===== src/rtl/fetch_unit.sv =====
// fetch_unit -- instruction fetch stage feeding the decoder.
//
// Walks a program counter through RAM one byte per access (ADDR then CAPTURE,
// two cycles per byte) and assembles INSTR_BYTES bytes into one instruction
// word, byte 0 in the most significant position. Completed instructions are
// queued with their start address in a FIFO_DEPTH-entry FIFO drained through
// a valid/ready handshake. A branch flushes the queue and any partial word.
//
// Optional feature: define FETCH_STATS_EN to add a 16-bit push counter
// output (fetch_count).
//
// Ports:
//   clk, reset        clock, synchronous active-high reset
//   run               fetch enable (0 pauses between bytes)
//   branch_valid      redirect request; branch_target is the new PC
//   mem_address       RAM address (registered)
//   mem_out_en        RAM read enable (registered)
//   mem_write_en      RAM write enable, tied low
//   mem_data          RAM read data, valid during CAPTURE
//   instr_valid       queue head valid
//   instr_ready       decoder accepts the head
//   instr, instr_pc   head instruction word and its first-byte address
//   fetch_count       pushes since reset (FETCH_STATS_EN only)
//
// state   | meaning
// IDLE    | no access; waits for run and queue space
// ADDR    | address driven, read enable high
// CAPTURE | read data latched into the assembly slot on exit
module fetch_unit #(
  parameter int ADDR_BITS   = 8,
  parameter int DATA_BITS   = 8,
  parameter int INSTR_BYTES = 2,
  parameter int FIFO_DEPTH  = 2
) (
  input  logic                             clk,
  input  logic                             reset,
  input  logic                             run,
  input  logic                             branch_valid,
  input  logic [ADDR_BITS-1:0]             branch_target,
  output logic [ADDR_BITS-1:0]             mem_address,
  output logic                             mem_out_en,
  output logic                             mem_write_en,
  input  logic [DATA_BITS-1:0]             mem_data,
  output logic                             instr_valid,
  input  logic                             instr_ready,
  output logic [INSTR_BYTES*DATA_BITS-1:0] instr,
  output logic [ADDR_BITS-1:0]             instr_pc
`ifdef FETCH_STATS_EN
  ,
  output logic [15:0]                      fetch_count
`endif
);

  localparam int IW    = INSTR_BYTES * DATA_BITS;
  localparam int IDX_W = (INSTR_BYTES > 1) ? $clog2(INSTR_BYTES) : 1;
  localparam int PTR_W = $clog2(FIFO_DEPTH);
  localparam int CNT_W = PTR_W + 1;
  localparam logic [IDX_W-1:0] LAST_IDX = IDX_W'(INSTR_BYTES - 1);

  typedef enum logic [1:0] {IDLE, ADDR, CAPTURE} state_t;

  state_t               state, state_next;
  logic [ADDR_BITS-1:0] pc, pc_next, start_pc, push_pc;
  logic [IDX_W-1:0]     byte_idx, byte_idx_next;
  logic [DATA_BITS-1:0] asm_q [INSTR_BYTES];
  logic [IW-1:0]        asm_word;
  logic [IW-1:0]        fifo_instr [FIFO_DEPTH];
  logic [ADDR_BITS-1:0] fifo_pc [FIFO_DEPTH];
  logic [PTR_W-1:0]     wr_ptr, rd_ptr, rd_ptr_next;
  logic [CNT_W-1:0]     count, count_next;
  logic                 capture, last_byte, push, pop, can_start;
  logic [ADDR_BITS-1:0] mem_address_next;
  logic                 mem_out_en_next;
  logic [IW-1:0]        head_instr_next;
  logic [ADDR_BITS-1:0] head_pc_next;

  assign mem_write_en = 1'b0;

  assign capture       = (state == CAPTURE);
  assign last_byte     = (byte_idx == LAST_IDX);
  assign push          = capture && last_byte;
  assign pop           = instr_valid && instr_ready;
  assign count_next    = count + CNT_W'(push) - CNT_W'(pop);
  assign rd_ptr_next   = rd_ptr + PTR_W'(pop);
  assign pc_next       = capture ? pc + 1'b1 : pc;
  assign byte_idx_next = !capture ? byte_idx : (last_byte ? '0 : byte_idx + 1'b1);
  assign push_pc       = (byte_idx == '0) ? pc : start_pc;
  // Space is only needed when a new instruction would start; counting the
  // push of this edge guarantees a started instruction never overflows.
  assign can_start     = run && ((byte_idx_next != '0) || (count_next < CNT_W'(FIFO_DEPTH)));

  always_comb begin
    asm_word = '0;
    for (int i = 0; i < INSTR_BYTES; i++) begin
      asm_word[(INSTR_BYTES-1-i)*DATA_BITS +: DATA_BITS] =
        (byte_idx == IDX_W'(i)) ? mem_data : asm_q[i];
    end
  end

  always_ff @(posedge clk) begin
    if (reset || branch_valid) state <= IDLE;
    else                       state <= state_next;
  end

  always_comb begin
    state_next = state;
    case (state)
      IDLE:    state_next = can_start ? ADDR : IDLE;
      ADDR:    state_next = CAPTURE;
      CAPTURE: state_next = can_start ? ADDR : IDLE;
      default: state_next = IDLE;
    endcase
  end

  always_comb begin
    mem_out_en_next  = (state_next != IDLE);
    mem_address_next = (state_next == ADDR) ? pc_next : mem_address;
  end

  // Next queue head: the word being pushed when it lands in an empty (or
  // emptying) queue, otherwise the stored entry at the next read pointer.
  always_comb begin
    head_instr_next = '0;
    head_pc_next    = '0;
    if (count_next != '0) begin
      if ((count == '0) || ((count == CNT_W'(1)) && pop)) begin
        head_instr_next = asm_word;
        head_pc_next    = push_pc;
      end else begin
        head_instr_next = fifo_instr[rd_ptr_next];
        head_pc_next    = fifo_pc[rd_ptr_next];
      end
    end
  end

  always_ff @(posedge clk) begin
    if (reset || branch_valid) begin
      pc          <= reset ? '0 : branch_target;
      byte_idx    <= '0;
      wr_ptr      <= '0;
      rd_ptr      <= '0;
      count       <= '0;
      mem_out_en  <= 1'b0;
      instr_valid <= 1'b0;
      instr       <= '0;
      instr_pc    <= '0;
      if (reset) begin
        start_pc    <= '0;
        mem_address <= '0;
      end
    end else begin
      pc          <= pc_next;
      byte_idx    <= byte_idx_next;
      if (capture && (byte_idx == '0)) start_pc <= pc;
      if (push) wr_ptr <= wr_ptr + 1'b1;
      rd_ptr      <= rd_ptr_next;
      count       <= count_next;
      mem_address <= mem_address_next;
      mem_out_en  <= mem_out_en_next;
      instr_valid <= (count_next != '0);
      instr       <= head_instr_next;
      instr_pc    <= head_pc_next;
    end
  end

  always_ff @(posedge clk) begin
    if (!reset && !branch_valid) begin
      if (push) begin
        fifo_instr[wr_ptr] <= asm_word;
        fifo_pc[wr_ptr]    <= push_pc;
      end
      if (capture) begin
        for (int i = 0; i < INSTR_BYTES; i++) begin
          if (byte_idx == IDX_W'(i)) asm_q[i] <= mem_data;
        end
      end
    end
  end

`ifdef FETCH_STATS_EN
  // Counts pushes that actually happen; a push dropped by a branch is not one.
  always_ff @(posedge clk) begin
    if (reset)                     fetch_count <= '0;
    else if (!branch_valid && push) fetch_count <= fetch_count + 16'd1;
  end
`endif

endmodule


===== config.mk =====
export PLATFORM = sky130hd
export DESIGN_NAME = fetch_unit
export DESIGN_NICKNAME = d
export VERILOG_FILES = /design/src/rtl/fetch_unit.sv
export SDC_FILE = /design/constraint.sdc
export NUM_CORES = 1
export LEC_CHECK = 0
export CORE_ASPECT_RATIO = 0.9
export CORE_UTILIZATION = 45
export DETAILED_ROUTE_END_ITERATION = 8
export HOLD_SLACK_MARGIN = 0.12
export PLACE_DENSITY = 0.67
export SLEW_MARGIN = 15
export SYNTH_ARGS = -nofsm -noshare
export SYNTH_HDL_FRONTEND = slang
export SYNTH_SLANG_ARGS = --single-unit

===== constraint.sdc =====
create_clock -name clk -period 4.82 [get_ports clk]
set_clock_uncertainty 0.15 [all_clocks]
set_input_delay 0.964 -clock clk [delete_from_list [all_inputs] [get_ports clk]]
set_output_delay 0.964 -clock clk [all_outputs]
set_load 0.01 [all_outputs]

==> results.cfg, run 1 <==
[die]
io_pins = 56
core_area_mm2 = 0.01038
dieHeight_um = 100.5
start_util_pct = 46.70
die-area_mm2 = 0.01119
die_width_um = 111.4
num_rows = 35

[placement]
dp_hpwl_mm = 5.621
port_buffers = 54
pre_cts_ws_ns = 1.076
gp_congestion = 0.7637

[logic_synthesis]
synth_ff_type = edfxtp_1
yosysWarnings = 0
synthArstFlopShare_pct = 0
netlist_area_mm2 = 0.004847
ys_ff_latch = 121
yosysSeqAreaShare_pct = 66.49
synth.net_count = 376
synth-edff-count = 80
postSynthAreaPerCell_um2 = 13.81
synth_cells = 351
ys_types = 36

[cts]
cts_setup_buffers = 0
clk_latency_ns = 0.41
cts_root_buffer = clkbuf_16
cts_tree = built
cts_resized = 0
clk_pin_slew_worst_paths_ns = 0.05
cts_hold_buf = 0
clk_path_buf_depth = 2
cts_made_buffers = 17
numClockSinks = 121
h-tree-depth = 4

[routing]
ant_nets = 0
post-route-drc-count = 12
drt_wl_total_mm = 9.028
firstDrtPassIters = 6
drtIter0Drc = 181
vias_per_cell = 5.123
vias = 2833
wl_per_cell_um = 16.33

[setup_path]
worstSetupPathType = in2reg
critPathMaxFanout = 16
end_kind = flip-flop
setup.worst_path.start_class = input port
arrival_ns = 3.23
cp_data_required_time_ns = 4.76

[grt]
antenna_found_initial = 0
track_usage_pct = 17.80
grt.overflow.total = 0
grt_max_degree = 49
grt_pass1_wl_mm = 14.85
first_global_vias = 2867

[power]
power_leakage_nw = 2.071
p_per_area_mw_per_mm2 = 413.7
total_power_mw = 2.530
max-vdd-ir-drop_mv = 0.2513

[timing]
finalWorstSetupSlack_ns = 1.529
max_freq_mhz = 303.8
tightest_slew_ns = 1.042
slew_headroom_pct = 30.25
min_period_ns = 3.291
rsz0062_at_grt = false
setup_viol = 0
report.final.slew_viol_count = 0
tns_ns = 0
hold_viol_final = 0
period_share_pct = 68.28

[outcome]
violations = DRC
status = finished, violations left

[cells_and_area]
drive_gt1_share_pct = 21.46
syn_to_final_growth_pct = 26.17
multi_input_area_mm2 = 0.001501
fill_cells = 837
regArea_mm2 = 0.003223
antenna_cells = 0
layout.nets = 436

[run]
cap_viol_max_count = 0

[worst_hold_path]
worstHoldPathType = reg2reg
[metal layers]
| layer | GRT usage (%) | share of wire [%] | up-vias | wire length [µm] |
|---|---|---|---|---|
| li1 | - | - | 1384 | - |
| met1 | 23.39 | 48 | 1373 | 4303 |
| met2 | 28.08 | 47 | 63 | 4270 |
| met3 | 5.592 | 3.9 | 13 | 355 |
| met4 | 6.237 | 1.1 | 0 | 99 |
| met5 | 0 | 0 | - | 0 |
[cells in the final DEF, fill, tap and decap left out, types with 2 or more instances in the layout]
cell type,synthesis,final
edfxtp_1,80,80
clkdlybuf4s50_1,0,54
dfxtp_1,41,41
nand2_1,32,32
a21oi_1,26,26
nor2b_1,26,25
mux2_2,24,24
a211oi_2,19,19
nor2_1,18,18
clkbuf_16,0,17
and2_1,13,13
a211oi_1,10,10
buf_4,3,7
xnor2_1,6,6
nand3b_1,4,4
ha_1,4,4
bufinv_16,0,4
nand4_1,3,3
xor2_1,3,3
clkinv_4,0,3
clkinvlp_4,0,3
inv_1,2,2
o21ai_0,2,2
xnor2_2,2,2
or2_1,2,2
and3_1,2,2
inv_6,0,2
clkinv_2,0,2
[worst max-delay path: stages]
cell             delay (ns)
clkdlybuf4s50_1        0.58
nor2_1                 0.18
buf_4                  0.22
and2_1                 0.40
nor2b_2                0.54
buf_4                  0.34
[state kept, by name (all words and copies together) (netlist names)]
register,cells
mem_out_en,1
count,2
instr_pc,8
rd_ptr,1
state,2
asm_q,16
pc,8
instr,16
byte_idx,1
wr_ptr,1
mem_address,8
start_pc,8
fifo_instr,32
fifo_pc,16
instr_valid,1
[worst paths after layout]
check / start / to / slack, ns / depth (start not counted)
setup / recovery: reset / fifo_pc[0][3] / 1.53 / 6
hold / removal: state[1] / state[1] / 0.35 / 1
setup reg to reg: state[1] / instr_pc[7] / 1.56 / 9
hold reg to reg: state[1] / state[1] / 0.35 / 1
[synth_stat cells, types with 2 or more instances]
cell type / number / area share [%]
edfxtp_1: 80 / 50
dfxtp_1: 41 / 17
nand2_1: 32 / 2.5
a21oi_1: 26 / 2.7
nor2b_1: 26 / 3.4
mux2_2: 24 / 5.6
a211oi_2: 19 / 4.9
nor2_1: 18 / 1.4
and2_1: 13 / 1.7
a211oi_1: 10 / 1.5
buf_2: 7 / 0.72
clkbuf_1: 6 / 0.46
xnor2_1: 6 / 1.1
buf_6: 4 / 0.93
ha_1: 4 / 1.0
nand3b_1: 4 / 0.62
buf_4: 3 / 0.46
nand4_1: 3 / 0.39
xor2_1: 3 / 0.54
and3_1: 2 / 0.26
inv_1: 2 / 0.15
o21ai_0: 2 / 0.21
or2_1: 2 / 0.26
xnor2_2: 2 / 0.67
[kinds of logic after synthesis]
kind of cell / Yosys count / share of synthesized area, %
xor+xnor: 12 / 2.633
simple gates: 105 / 11.15
compound gates: 60 / 10.02
other cells: 1 / 0.07737
flops: 121 / 66.49
mux: 25 / 5.782
buf+inv: 23 / 2.813
fa+ha+maj: 4 / 1.033
[power by group]
part | switching, mW | total (mW) | internal, mW
Combinational | 0.0382 | 0.0782 | 0.0399
Sequential | 0.00937 | 1.13 | 1.12
Clock | 0.460 | 1.33 | 0.865
[area by class of cell]
cell class / instances / share of cell area, %
sequential: 121 / 52.70
multi-input combinational: 207 / 24.55
timing repair buffer: 61 / 9.697
clock buffer: 17 / 6.956
clock inverter: 15 / 3.273
tap: 129 / 2.639
inverter: 3 / 0.1841
[per-stage QoR]
stage	hold WS, ns	util (%)	cell area [µm²]	instances
final	0.3466	58.93	6116	553
after global routing	0.3614	58.93	6116	553
after CTS	0.3476	58.82	6105	553
after detailed placement	0.3398	52.79	5479	521
after global placement	0.3222	52.79	5479	521
after floorplan	0.2906	-	4847	351
Power figures use the tool's default switching activity.
==> inputs of run 2 (changes only) <==
Clock period 4.82 ns to 3.4 ns, I/O delays scaled along.
==> results.cfg, run 2 (same netlist as run 1, synthesis figures left out) <==
[die]
dieHeight_um = 100.5
io_pins = 56
core_area_mm2 = 0.01038
die-area_mm2 = 0.01119
die_width_um = 111.4
num_rows = 35
start_util_pct = 46.70

[placement]
dp_cells = 526
dp_hpwl_mm = 5.557
gp_congestion = 0.7524
port_buffers = 54

[worst_hold_path]
min_from = state[1]
whs_endpoint = state[1]
hold_depth = 1
worstHoldPathType = reg2reg

[timing]
setup_viol = 0
hold_viol_final = 0
timing.hold.ws_ns = 0.3405
slew_headroom_pct = 63.80
tns_ns = 0
period_share_pct = 78.48
rsz0062_at_grt = false
max_freq_mhz = 374.8
min_period_ns = 2.668
tightest_slew_ns = 0.5410
report.final.slew_viol_count = 0

[cts]
clk_latency_ns = 0.40
cts_hold_buf = 0
clk_pin_slew_worst_paths_ns = 0.05
h-tree-depth = 4
clk_path_buf_depth = 2
numClockSinks = 121
cts_setup_buffers = 0
cts_resized = 0
cts_root_buffer = clkbuf_16
cts_made_buffers = 17
cts_tree = built

[routing]
ant_nets = 0
wl_met3_um = 300
vias_per_cell = 5.133
wl_met2_mm = 4.262
drt_wl_total_mm = 9.202
drt-met1-wl_mm = 4.587
firstDrtPassIters = 6
wl_per_cell_um = 16.49
drtIter0Drc = 155
post-route-drc-count = 13
dr.max_layer_used = met4
vias = 2864

[cells_and_area]
antenna_cells = 0
fill_cells = 845
multi_input_area_mm2 = 0.001490
regMostFlops = fifo_instr
final_cells = 558
syn_to_final_growth_pct = 25.79
mostFrequentLayoutCell = edfxtp_1
layout.nets = 441
regArea_mm2 = 0.003223
largest_reg_flops = 32
drive_gt1_share_pct = 22.38
final_cell_mix = 80 x edfxtp_1, 54 x clkdlybuf4s50_1, 41 x dfxtp_1, 32 x nand2_1, 26 x a21oi_1

[grt]
antenna_found_initial = 0
grt_max_degree = 49
track_usage_pct = 17.91
grt.overflow.total = 0
grt_pass1_wl_mm = 15.11
first_global_vias = 2927

[outcome]
status = finished, violations left
violations = DRC

[setup_path]
r2r_start = state[1]
ff2ff_setup_slack_ns = 0.73
cp_data_required_time_ns = 3.32
rr_endpoint = mem_address[5]
arrival_ns = 2.59
critPathMaxFanout = 8
reg2reg_depth = 9
end_kind = flip-flop
setup.worst_path.start_class = flip-flop
worstSetupPathType = reg2reg

[power]
power_leakage_nw = 2.073
p_per_area_mw_per_mm2 = 563.1
total_power_mw = 3.433
max-vdd-ir-drop_mv = 0.3033

[run]
cap_viol_max_count = 0
run 2: changes by cell type in the layout (fill, tap and decap cells not counted):
| cell | previous run | this run |
|---|---|---|
| clkinv_2 | 2 | 5 |
| clkbuf_8 | 0 | 2 |
| buf_4 | 7 | 12 |
| clkinvlp_4 | 3 | 4 |
| xor2_4 | 1 | 0 |
| xor2_2 | 0 | 1 |
| inv_6 | 2 | 0 |
| clkinv_4 | 3 | 1 |
| bufinv_16 | 4 | 2 |
run 2: area by class of cell:
cell class | instances | share of cell area, %
multi-input cells | 207 | 24.44
clock inverters | 13 | 2.093
repair buffers | 66 | 10.34
inverters | 3 | 0.1847
flip-flops and latches | 121 | 52.86
well taps | 129 | 2.647
clock buffers | 19 | 7.429
run 2: metrics by stage:
stage / instance area, µm² / setup slack [ns] / utilization [%]
CTS: 6097 / 0.7075 / 58.75
floorplan: 4847 / 0.3289 / -
global route: 6097 / 0.4947 / 58.75
finish: 6097 / 0.7318 / 58.75
detailed placement: 5517 / 0.3543 / 53.15
global placement: 5517 / 0.4370 / 53.15
run 2: worst max path at each step:
stage	start	end
global route	state[1]	mem_address[2]
finish	state[1]	mem_address[5]
CTS	state[1]	mem_address[2]
global placement	instr_ready	mem_address[3]
detailed placement	instr_ready	mem_address[3]
floorplan	branch_valid	fifo_instr[0][0]
run 2: metal layers:
metal	global-route usage (%)	up-vias
li1	-	1394
met3	5.352	5
met4	5.509	0
met2	28.61	47
met5	0	-
met1	23.71	1418
run 2: critical path, cell delays in order (launching register included):
cell and delay (ns):
dfxtp_1 0.36, nor2b_1 0.19, ha_1 0.28, nand3b_1 0.20, nand2_1 0.08, ha_1 0.18, xor2_1 0.16, xnor2_2 0.17
a21oi_1 0.21, or2_1 0.35
run 2: power breakdown:
group / switching [mW] / total [mW] / internal [mW]
registers: 0.0144 / 1.60 / 1.58
clock network: 0.617 / 1.72 / 1.11
logic: 0.0530 / 0.110 / 0.0575
